### src/rtl/time_counter.sv
// time_counter: mm:ss run-control counter advancing on a 1 Hz tick, up or down,
// with start/pause toggle, clear and clamped load.
module time_counter #(
   parameter int MAX_MINS = 59
) (
   input  logic       clk,
   input  logic       rst_n,
   input  logic       tick,
   input  logic       start,
   input  logic       clear,
   input  logic       load,
   input  logic       dir,
   input  logic [5:0] load_mins,
   input  logic [5:0] load_secs,
   output logic [5:0] mins,
   output logic [5:0] secs,
   output logic       running,
   output logic       done,
   output logic       expired
);
   typedef enum logic [1:0] {IDLE, RUN, PAUSE, DONE} state_t;
   state_t state, state_nx;
   logic [5:0] mins_nx, secs_nx, max_m;
   logic at_term, expire_nx, run_nx, done_nx;
   assign max_m = 6'(MAX_MINS);
   // terminal value for the direction currently selected
   assign at_term = dir ? (mins == '0 && secs == '0) : (mins == max_m && secs == 6'd59);
   always_ff @(posedge clk or negedge rst_n) begin
      if (!rst_n) begin
         state   <= IDLE;
         mins    <= '0;
         secs    <= '0;
         running <= 1'b0;
         done    <= 1'b0;
         expired <= 1'b0;
      end else begin
         state   <= state_nx;
         mins    <= mins_nx;
         secs    <= secs_nx;
         running <= run_nx;
         done    <= done_nx;
         expired <= expire_nx;
      end
   end
   always_comb begin
      state_nx  = state;
      mins_nx   = mins;
      secs_nx   = secs;
      expire_nx = 1'b0;
      if (clear) begin
         state_nx = IDLE;
         mins_nx  = '0;
         secs_nx  = '0;
      end else if (load) begin
         state_nx = IDLE;
         mins_nx  = load_mins > max_m ? max_m : load_mins;
         secs_nx  = load_secs > 6'd59 ? 6'd59 : load_secs;
      end else if (start) begin
         case (state)
            IDLE:    state_nx = (dir && at_term) ? IDLE : RUN;
            RUN:     state_nx = PAUSE;
            PAUSE:   state_nx = RUN;
            default: state_nx = state;
         endcase
      end else if (tick && state == RUN) begin
         if (at_term) begin
            state_nx  = DONE;
            expire_nx = 1'b1;
         end else begin
            if (dir) begin
               secs_nx = secs == '0 ? 6'd59 : secs - 6'd1;
               mins_nx = secs == '0 ? mins - 6'd1 : mins;
            end else begin
               secs_nx = secs == 6'd59 ? '0 : secs + 6'd1;
               mins_nx = secs == 6'd59 ? mins + 6'd1 : mins;
            end
            if (dir ? (mins_nx == '0 && secs_nx == '0) : (mins_nx == max_m && secs_nx == 6'd59)) begin
               state_nx  = DONE;
               expire_nx = 1'b1;
            end
         end
      end
   end
   always_comb begin
      run_nx  = state_nx == RUN;
      done_nx = state_nx == DONE;
   end
endmodule

### config.mk
export PLATFORM = sky130hd
export DESIGN_NAME = time_counter
export DESIGN_NICKNAME = d
export VERILOG_FILES = /design/src/rtl/time_counter.sv
export SDC_FILE = /design/constraint.sdc
export NUM_CORES = 1
export LEC_CHECK = 0
export BUFFER_PORTS_ARGS = -buffer_cell sky130_fd_sc_hd__buf_2
export CORE_MARGIN = 10
export CORE_UTILIZATION = 40
export DETAILED_ROUTE_END_ITERATION = 8
export GPL_TIMING_DRIVEN = 0
export PLACE_DENSITY = 0.61
export SLEW_MARGIN = 20
export SYNTH_ARGS = -nofsm -noshare
export SYNTH_HDL_FRONTEND = slang
export SYNTH_SLANG_ARGS = --single-unit
### constraint.sdc
create_clock -name clk -period 4.1 [get_ports clk]
set_clock_uncertainty 0.1 [all_clocks]
set_input_delay 0.205 -clock clk [delete_from_list [all_inputs] [get_ports clk]]
set_output_delay 0.205 -clock clk [all_outputs]
set_load 0.05 [all_outputs]
==> flow_summary.json, run 1 <==
{
  "die_h_um": 83.4,
  "drt_iter0_drc": 177,
  "p_clk_frac": 0.253,
  "htreeDepth": 1,
  "cts_buffers": 3,
  "report.final.slew_viol_count": 0,
  "critPathLaunchType": "flip-flop",
  "ys_warn_count": 0,
  "p_int_mw": 0.310,
  "grt_use_met3": 0.0352,
  "leakage_nw": 0.826,
  "io_pins": 34,
  "routed_wl_um": 5100,
  "grt-ovfl-total": 0,
  "critPathArrivalTime_ns": 3.41,
  "hold_slack_ns": 0.0907,
  "synth.area.mux_share": 0.0249,
  "worstHoldPathType": "in -> reg",
  "synth_top_family_by_area": "simple AND/OR/NAND/NOR gates",
  "antennaDiodeCount": 0,
  "finalNetCount": 265,
  "synth.avg_cell_area_sq_um": 7.92,
  "switchingPower_mw": 0.197,
  "via_per_inst": 6.02,
  "vdd_ir_drop_max_mv": 0.176,
  "power.density_mw_per_mm2": 269,
  "dp_hpwl_um": 3950,
  "chipWidth_um": 83.4,
  "syn-num-nets": 227,
  "cts_root_buf": "clkbuf_8",
  "slew_headroom": 0.403,
  "fin_area_sq_mm": 0.00188,
  "row_count": 22,
  "initial_core_util": 0.426,
  "drt-wirelength-per-cell_um": 17.7,
  "grt_max_degree": 18,
  "finalHoldViolations": 0,
  "end_kind": "flip-flop",
  "holdPathStages": 2,
  "crit_cells": 11,
  "cap_violations": 0,
  "gp_routability_congestion": 0.848,
  "setup_viol": 0,
  "rr_worst_depth": 11,
  "cts_setup_buffers": 0,
  "tightest_slew_ns": 0.888,
  "path_cells": "clkbuf_1 -> inv_1 -> ha_1 -> nand2_1 -> nor4_1 -> a31oi_1 -> nand3_1 -> buf_1 -> a21oi_1 -> xnor2_1 -> a211oi_1",
  "switching_share": 0.388,
  "synth_seq_area_share": 0.265,
  "synth_top_flop_cell": "dfrtp_1",
  "dr.pass1.iters": 4,
  "power.total_mw": 0.507,
  "finalCriticalPeriod_ns": 3.36,
  "fin_crit_sh": 0.819,
  "synth-async-reset-ratio": 1.00,
  "antenna_left": 0,
  "synth_xor_xnor_area_share": 0.0327,
  "path_buf_inv": 3,
  "tritoncts": "done",
  "setup-tns-final_ns": 0,
  "use_met2": 0.219,
  "crit_required_ns": 4.15,
  "io_buffers": 32,
  "die-area_sq_mm": 0.00696,
  "drive_above_1_share": 0.192,
  "critPathMaxFanout": 10,
  "final_cell_mix": "33 x buf_2, 20 x nor2_1, 19 x a21oi_1",
  "cts_buffer_depth": 2,
  "clk_latency_ns": 0.25,
  "drc": 0,
  "synth-edff-count": 0,
  "numClockSinks": 17,
  "clkTransAtPathRegs_ns": 0.07,
  "final_common_cell": "buf_2",
  "cp_slowest_cell": "nor4_1",
  "synthCells": 203,
  "core_area_sq_mm": 0.00377,
  "p_seq_frac": 0.381,
  "yosysUniqueCellTypes": 58,
  "cp_top_family": "simple AND/OR/NAND/NOR gates",
  "grt_pass1_vias": 1655,
  "syn_to_final_growth_pct": 17.1,
  "grt.total_usage": 0.140,
  "grt_pass1_wl_um": 8360,
  "cts_resized": 0,
  "comb_power_share": 0.366,
  "synth_seq_cells": 17,
  "cpPeakStageDelay_ns": 0.59,
  "num_vias": 1735,
  "cts_hold_buf": 1,
  "synth_compound_area_frac": 0.277,
  "rsz0062_at_grt": "no",
  "met1_usage": 0.190,
  "syn_area_sq_mm": 0.00161,
  "placed_area_sq_mm": 0.00183,
  "synth_fa_ha_area_frac": 0.0389,
  "busiest_layer": "met2",
  "max_freq_mhz": 298,
  "antenna_found_initial": 0,
  "synth-simple-area-share": 0.310,
  "timing_worst_setup_path_type": "reg -> reg",
  "status": "finished, final reports clean"
}
[registers in the layout (all words and copies together), names as in the netlist]
| signal | flops |
|---|---|
| mins | 6 |
| secs | 6 |
| state | 2 |
| done | 1 |
| expired | 1 |
| running | 1 |
[kinds of logic (layout without fill, tap and decap cells)]
group	after synthesis	after routing
AO/OA/AOI/OAI	64	64
XOR/XNOR	6	6
adder cells (fa/ha/maj)	5	5
buffers and inverters	20	57
flip-flops	17	17
multiplexers	4	4
AND/OR/NAND/NOR	87	87
[worst paths after layout]
kind | startpoint | to | slack (ns)
hold reg to reg | state[0] | done | 0.51
max in group asynchronous | rst_n | state[1] | 3.30
min in group asynchronous | rst_n | done | 0.31
hold / removal | clear | mins[2] | 0.09
setup / recovery | secs[0] | mins[5] | 0.74
setup reg to reg | secs[0] | mins[5] | 0.74
[Yosys cell counts (2+ instances only)]
cell | n | area share
nor4_1 | 4 | 0.016
a21oi_1 | 19 | 0.059
nor2b_1 | 4 | 0.016
nor2_1 | 20 | 0.047
and3_1 | 6 | 0.023
o21ai_1 | 4 | 0.012
xnor2_1 | 5 | 0.027
or3_1 | 3 | 0.012
dfrtp_1 | 17 | 0.26
nand2_1 | 17 | 0.040
and4b_1 | 3 | 0.019
or4_4 | 2 | 0.014
nand3_1 | 5 | 0.016
a311oi_1 | 2 | 0.011
mux2i_1 | 4 | 0.025
inv_1 | 9 | 0.021
clkbuf_1 | 8 | 0.019
o21ai_0 | 6 | 0.019
nor3b_1 | 2 | 0.0093
o22ai_1 | 4 | 0.016
a31oi_1 | 2 | 0.0078
nand4b_1 | 3 | 0.016
o2111ai_1 | 2 | 0.011
ha_1 | 5 | 0.039
a211oi_1 | 7 | 0.033
or4_1 | 2 | 0.0093
and4_1 | 2 | 0.011
nand4_1 | 2 | 0.0078
nand2b_1 | 5 | 0.019
[power by group through the flow]
stage | logic [mW] | registers [mW] | clock network, mW
5_1_grt | 0.203 | 0.195 | 0.137
3_3_place_gp | 0.183 | 0.196 | 0
4_1_cts | 0.185 | 0.193 | 0.132
6_report | 0.186 | 0.193 | 0.128
2_1_floorplan | 0.102 | 0.222 | 0
3_5_place_dp | 0.184 | 0.196 | 0
[per-layer routing]
layer	routed length, um	vias up
met3	363	2
met5	0	-
li1	-	846
met1	2410	821
met2	2320	66
met4	11	0
[metrics by stage]
| stage | utilization | setup WS (ns) | instances |
|---|---|---|---|
| finish | 0.499 | 0.742 | 288 |
| detailed placement | 0.485 | 0.796 | 283 |
| floorplan | - | 0.973 | 203 |
| global route | 0.499 | 0.509 | 288 |
| global placement | 0.485 | 0.873 | 283 |
| CTS | 0.499 | 0.786 | 288 |
[area by class of cell]
cell class | count | area (sq um)
Buffer | 11 | 50.0
Tap cell | 48 | 60.1
Inverter | 9 | 33.8
Multi-Input combinational cell | 166 | 1100
Fill cell | 389 | 1890
Clock buffer | 4 | 45.0
Sequential cell | 17 | 425
Timing Repair Buffer | 33 | 170
(Power assumes the default switching activity.)
==> run 2, diff against run 1 <==
--- a/config.mk
+++ b/config.mk
@@ -10,7 +10,7 @@
 export CORE_UTILIZATION = 40
 export DETAILED_ROUTE_END_ITERATION = 8
 export GPL_TIMING_DRIVEN = 0
-export PLACE_DENSITY = 0.61
+export PLACE_DENSITY = 0.63
 export SLEW_MARGIN = 20
 export SYNTH_ARGS = -nofsm -noshare
 export SYNTH_HDL_FRONTEND = slang
==> constraint.sdc (replaced) <==
create_clock -name clk -period 3 [get_ports clk]
set_clock_uncertainty 0.1 [all_clocks]
set_input_delay 0.15 -clock clk [delete_from_list [all_inputs] [get_ports clk]]
set_output_delay 0.15 -clock clk [all_outputs]
set_load 0.05 [all_outputs]
==> run 2 against run 1 <==
  * Cell area increased by 6.2%
  * Non-clock buffer count increased by 2
  * Flip-flop and latch count unchanged
  * Critical endpoint is now done
  * Die area unchanged
  * Largest power group is now combinational cells
  * Sequential share of layout area decreased by 1.1 points
  * Combinational power increased by 49%
  * Total power increased by 42%
  * Sequential power increased by 38%
  * Critical path depth decreased by 3
  * Hold slack got worse by 0.051 ns
  * Utilization increased by 3.1 points
  * Routed wire length increased by 2.1%
==> flow_summary.json, run 2 (same netlist as run 1, synthesis figures left out) <==
{
  "antenna_found_initial": 0,
  "syn_to_final_growth_pct": 24.4,
  "row_count": 22,
  "setup_viol": 0,
  "grt_pass1_vias": 1728,
  "clk_latency_ns": 0.25,
  "end_kind": "flip-flop",
  "fin_area_sq_mm": 0.00200,
  "finalHoldViolations": 0,
  "critPathMaxFanout": 6,
  "cts_buffers": 3,
  "hold_start": "clear",
  "cts_buffer_depth": 2,
  "vdd_ir_drop_max_mv": 0.237,
  "setup-tns-final_ns": 0,
  "grt_pass1_wl_um": 8540,
  "worstHoldPathType": "in -> reg",
  "grt_max_degree": 18,
  "reg_top3": "mins: 6 flops, secs: 6 flops, state: 2 flops",
  "chipWidth_um": 83.4,
  "io_buffers": 32,
  "numClockSinks": 17,
  "finalNetCount": 267,
  "worstReg2RegStart": "secs[3]",
  "drt-wirelength-per-cell_um": 17.9,
  "tritoncts": "done",
  "antennaDiodeCount": 0,
  "fin_crit_sh": 0.978,
  "final_common_cell": "buf_2",
  "leakage_nw": 0.845,
  "final_cell_mix": "33 x buf_2, 20 x nor2_1, 18 x a21oi_1",
  "placed_area_sq_mm": 0.00185,
  "dr.pass1.iters": 4,
  "grt-ovfl-total": 0,
  "nFillCells": 362,
  "io_pins": 34,
  "drt_iter0_drc": 91,
  "die-area_sq_mm": 0.00696,
  "worstSetupStartpoint": "secs[3]",
  "critPathLaunchType": "flip-flop",
  "post-place-ws_ns": -0.329,
  "clkTransAtPathRegs_ns": 0.07,
  "via_per_inst": 6.04,
  "antenna_left": 0,
  "power.density_mw_per_mm2": 359,
  "status": "finished, final reports clean",
  "critPathArrivalTime_ns": 2.97,
  "num_vias": 1753,
  "grt.total_usage": 0.143,
  "initial_core_util": 0.426,
  "crit_required_ns": 3.04,
  "max_freq_mhz": 341,
  "cts_root_buf": "clkbuf_8",
  "die_h_um": 83.4,
  "slew_headroom": 0.605,
  "drc": 0,
  "htreeDepth": 1,
  "finalCriticalPeriod_ns": 2.93,
  "routed_wl_um": 5200,
  "finalWorstSetupSlack_ns": 0.0663,
  "drive_above_1_share": 0.260,
  "gp_routability_congestion": 0.836,
  "report.final.slew_viol_count": 0,
  "dp_hpwl_um": 3950,
  "timing_worst_setup_path_type": "reg -> reg",
  "tightest_slew_ns": 0.587,
  "cap_violations": 0,
  "core_area_sq_mm": 0.00377
}
==> run 2: power by group <==
part / leakage, nW / internal, mW / total [mW] / switching, mW
clock: 0.0228 / 0.0944 / 0.174 / 0.0801
combinational: 0.601 / 0.103 / 0.278 / 0.175
sequential: 0.222 / 0.242 / 0.266 / 0.0243
==> run 2: repair_timing <==
item                                    CTS  global route
endpoints found under the hold margin    17             0
pin swaps                                 1             0
setup buffers                             0             3
hold buffers                              1             0
endpoints found under the setup margin   11            10
gates resized for setup                   6            11
==> run 2: worst paths after layout <==
| path | end | slack, ns | cells past startpoint |
|---|---|---|---|
| max | done | 0.07 | 8 |
| min | mins[2] | 0.04 | 2 |
| max reg2reg | done | 0.07 | 8 |
| min reg2reg | state[1] | 0.54 | 2 |
| max in group asynchronous | secs[3] | 2.22 | 2 |
| min in group asynchronous | mins[3] | 0.26 | 2 |
==> run 2: routing by layer <==
layer	global-route usage	up-vias	wire length, um	part of all wire
li1	-	848	-	-
met1	0.179	840	2400	0.46
met2	0.233	55	2450	0.47
met3	0.0391	10	281	0.054
met4	0.0385	0	70	0.013
met5	0	-	0	0
==> run 2: final cells by class <==
type / count / area [sq um] / share of cell area
Tap cell: 48 / 60.1 / 0.0300
Clock buffer: 4 / 45.0 / 0.0225
Buffer: 10 / 41.3 / 0.0206
Sequential cell: 17 / 429 / 0.215
Inverter: 9 / 33.8 / 0.0169
Timing Repair Buffer: 36 / 193 / 0.0963
Multi-Input combinational cell: 166 / 1200 / 0.599
==> run 2: stage by stage <==
step            util  cells  hold WS (ns)  power (mW)
2_1_floorplan      -    203        -0.246       0.445
3_3_place_gp   0.490    283      -0.00415       0.519
3_5_place_dp   0.490    283       0.00343       0.519
4_1_cts        0.511    288        0.0323       0.702
5_1_grt        0.531    290        0.0468       0.765
6_report       0.531    290        0.0399       0.719
==> run 2: worst max-delay path, stage by stage, from the launching register on <==
cell and delay, ns:
dfrtp_2 0.43, or4_4 0.58, or4_4 0.58, and3_4 0.22
o2111ai_4 0.21, a2bb2o_4 0.25, a31oi_4 0.17, nor2_1 0.06
o211a_1 0.22
==> run 3, diff against run 2 <==
--- a/config.mk
+++ b/config.mk
@@ -6,11 +6,12 @@
 export NUM_CORES = 1
 export LEC_CHECK = 0
 export BUFFER_PORTS_ARGS = -buffer_cell sky130_fd_sc_hd__buf_2
-export CORE_MARGIN = 10
+export CORE_MARGIN = 2
 export CORE_UTILIZATION = 40
 export DETAILED_ROUTE_END_ITERATION = 8
 export GPL_TIMING_DRIVEN = 0
 export PLACE_DENSITY = 0.63
+export REMOVE_ABC_BUFFERS = 1
 export SLEW_MARGIN = 20
 export SYNTH_ARGS = -nofsm -noshare
 export SYNTH_HDL_FRONTEND = slang
==> run 3 against run 2 <==
  * Register-to-register slack better by 0.02 ns
  * Count of clock-buffer cells in the layout is the same
  * Global-route usage grew 6.6 points
  * Combinational power shrank 12%
  * Worst setup slack better by 0.016 ns
  * Largest power group is now registers
  * Largest cell class unchanged
  * Highest routed layer unchanged
  * Critical endpoint unchanged
  * Non-clock buffer count is 9 lower
  * Clock power is essentially flat
  * Total power fell by 3.2%
  * Cell area fell by 4.6%
  * Utilization decreased by 4.6 points
==> flow_summary.json, run 3 (same netlist as run 1, synthesis figures left out) <==
{
  "htreeDepth": 1,
  "grt.total_usage": 0.209,
  "tritoncts": "done",
  "row_count": 23,
  "drt_iter0_drc": 102,
  "timing_worst_setup_path_type": "reg -> reg",
  "status": "finished, final reports clean",
  "final_common_cell": "buf_2",
  "drive_above_1_share": 0.258,
  "comb_power_share": 0.354,
  "gp_routability_congestion": 0.850,
  "routed_wl_um": 4450,
  "leakage_nw": 0.816,
  "cpPeakStageDelay_ns": 0.57,
  "power.density_mw_per_mm2": 365,
  "chipWidth_um": 67.4,
  "cts_buffer_depth": 2,
  "finalCriticalPeriod_ns": 2.92,
  "cts_buffers": 3,
  "max_freq_mhz": 343,
  "final_cell_mix": "33 x buf_2, 20 x nor2_1, 19 x a21oi_1",
  "critPathMaxFanout": 11,
  "die_h_um": 67.4,
  "stdcell_count": 283,
  "vdd_ir_drop_max_mv": 0.266,
  "grt_pass1_vias": 1483,
  "setup_viol": 0,
  "crit_required_ns": 3.05,
  "post-place-ws_ns": -0.167,
  "via_per_inst": 5.98,
  "cp_top_family": "simple AND/OR/NAND/NOR gates",
  "path_common_cell": "or4_4",
  "path_buf_inv": 0,
  "path_cells": "or4_4 -> or4_4 -> and3_4 -> o2111ai_2 -> a2bb2o_4 -> a31oi_4 -> nor2_1 -> o211a_1",
  "die-area_sq_mm": 0.00454,
  "worstHoldPathType": "in -> reg",
  "p_seq_frac": 0.392,
  "numClockSinks": 17,
  "finalNetCount": 258,
  "antenna_found_initial": 0,
  "cts_root_buf": "clkbuf_8",
  "clk_latency_ns": 0.26,
  "grt-ovfl-total": 0,
  "clkTransAtPathRegs_ns": 0.07,
  "p_clk_frac": 0.255,
  "io_pins": 34,
  "reg_top3": "mins: 6 flops, secs: 6 flops, state: 2 flops",
  "dp_hpwl_um": 3230,
  "switching_share": 0.385,
  "slew_headroom": 0.484,
  "dr.pass1.iters": 4,
  "grt_max_degree": 19,
  "report.final.slew_viol_count": 0,
  "fin_crit_sh": 0.973,
  "finalHoldViolations": 0,
  "drc": 0,
  "num_vias": 1693,
  "core_area_sq_mm": 0.00394,
  "end_kind": "flip-flop",
  "critPathLaunchType": "flip-flop",
  "antenna_left": 0,
  "dp_cells": 275,
  "drt-wirelength-per-cell_um": 15.7,
  "tightest_slew_ns": 0.767,
  "critPathArrivalTime_ns": 2.97,
  "grt_pass1_wl_um": 7250,
  "initial_core_util": 0.408,
  "switchingPower_mw": 0.268,
  "io_buffers": 33,
  "antennaDiodeCount": 0,
  "rsz0062_at_grt": "no",
  "cp_slowest_cell": "or4_4",
  "finalWorstSetupSlack_ns": 0.0825,
  "regToRegSetupSlack_ns": 0.08,
  "syn_to_final_growth_pct": 18.8,
  "p_int_mw": 0.428,
  "cap_violations": 0
}
run 3: area by class of cell:
| class | instances | area, sq um |
|---|---|---|
| multi-input cells | 166 | 1140 |
| inverters | 9 | 33.8 |
| well taps | 50 | 62.6 |
| fillers | 409 | 2030 |
| clock buffers | 4 | 45.0 |
| repair buffers | 37 | 198 |
| flip-flops and latches | 17 | 432 |
run 3: what timing repair did:
item	in CTS	in global routing
pin swaps	0	2
hold buffers	1	0
endpoints found under the hold margin	17	0
setup buffers	3	0
endpoints found under the setup margin	5	13
resized for setup	8	6
run 3: final timing paths:
path,from,end,depth (start not counted)
max in group asynchronous,rst_n,secs[5],2
min in group asynchronous,rst_n,mins[5],2
setup / recovery,secs[5],done,8
hold reg to reg,state[1],done,1
setup reg to reg,secs[5],done,8
hold / removal,load_secs[4],secs[4],3
run 3: per-layer routing:
layer / global-route usage / vias to the layer above / part of all wire
met5: 0 / - / 0
met4: 0.0434 / 0 / 0.010
met3: 0.0367 / 7 / 0.052
met2: 0.356 / 48 / 0.47
met1: 0.277 / 806 / 0.47
li1: - / 832 / -
run 3: through the flow:
stage | hold WS, ns | TNS, ns | util | power (mW) | cell area, sq um
after floorplan | -0.246 | -0.313 | - | 0.432 | 1560
after CTS | 0.0342 | 0 | 0.477 | 0.692 | 1880
after global placement | -0.00184 | -0.499 | 0.453 | 0.504 | 1790
final | 0.0338 | 0 | 0.484 | 0.696 | 1910
after detailed placement | -0.00114 | -0.499 | 0.453 | 0.507 | 1790
after global routing | 0.0344 | 0 | 0.484 | 0.740 | 1910
run 3: worst min-delay path, stage by stage:
cell and delay, ns:
buf_2 0.10, nand2_1 0.05, a21oi_1 0.05
run 3: power groups by stage:
stage / clock (mW) / sequential (mW) / combinational, mW
final: 0.177 / 0.273 / 0.246
after global routing: 0.194 / 0.275 / 0.271
after CTS: 0.180 / 0.271 / 0.241
after detailed placement: 0 / 0.278 / 0.230
after global placement: 0 / 0.277 / 0.227
after floorplan: 0 / 0.310 / 0.122
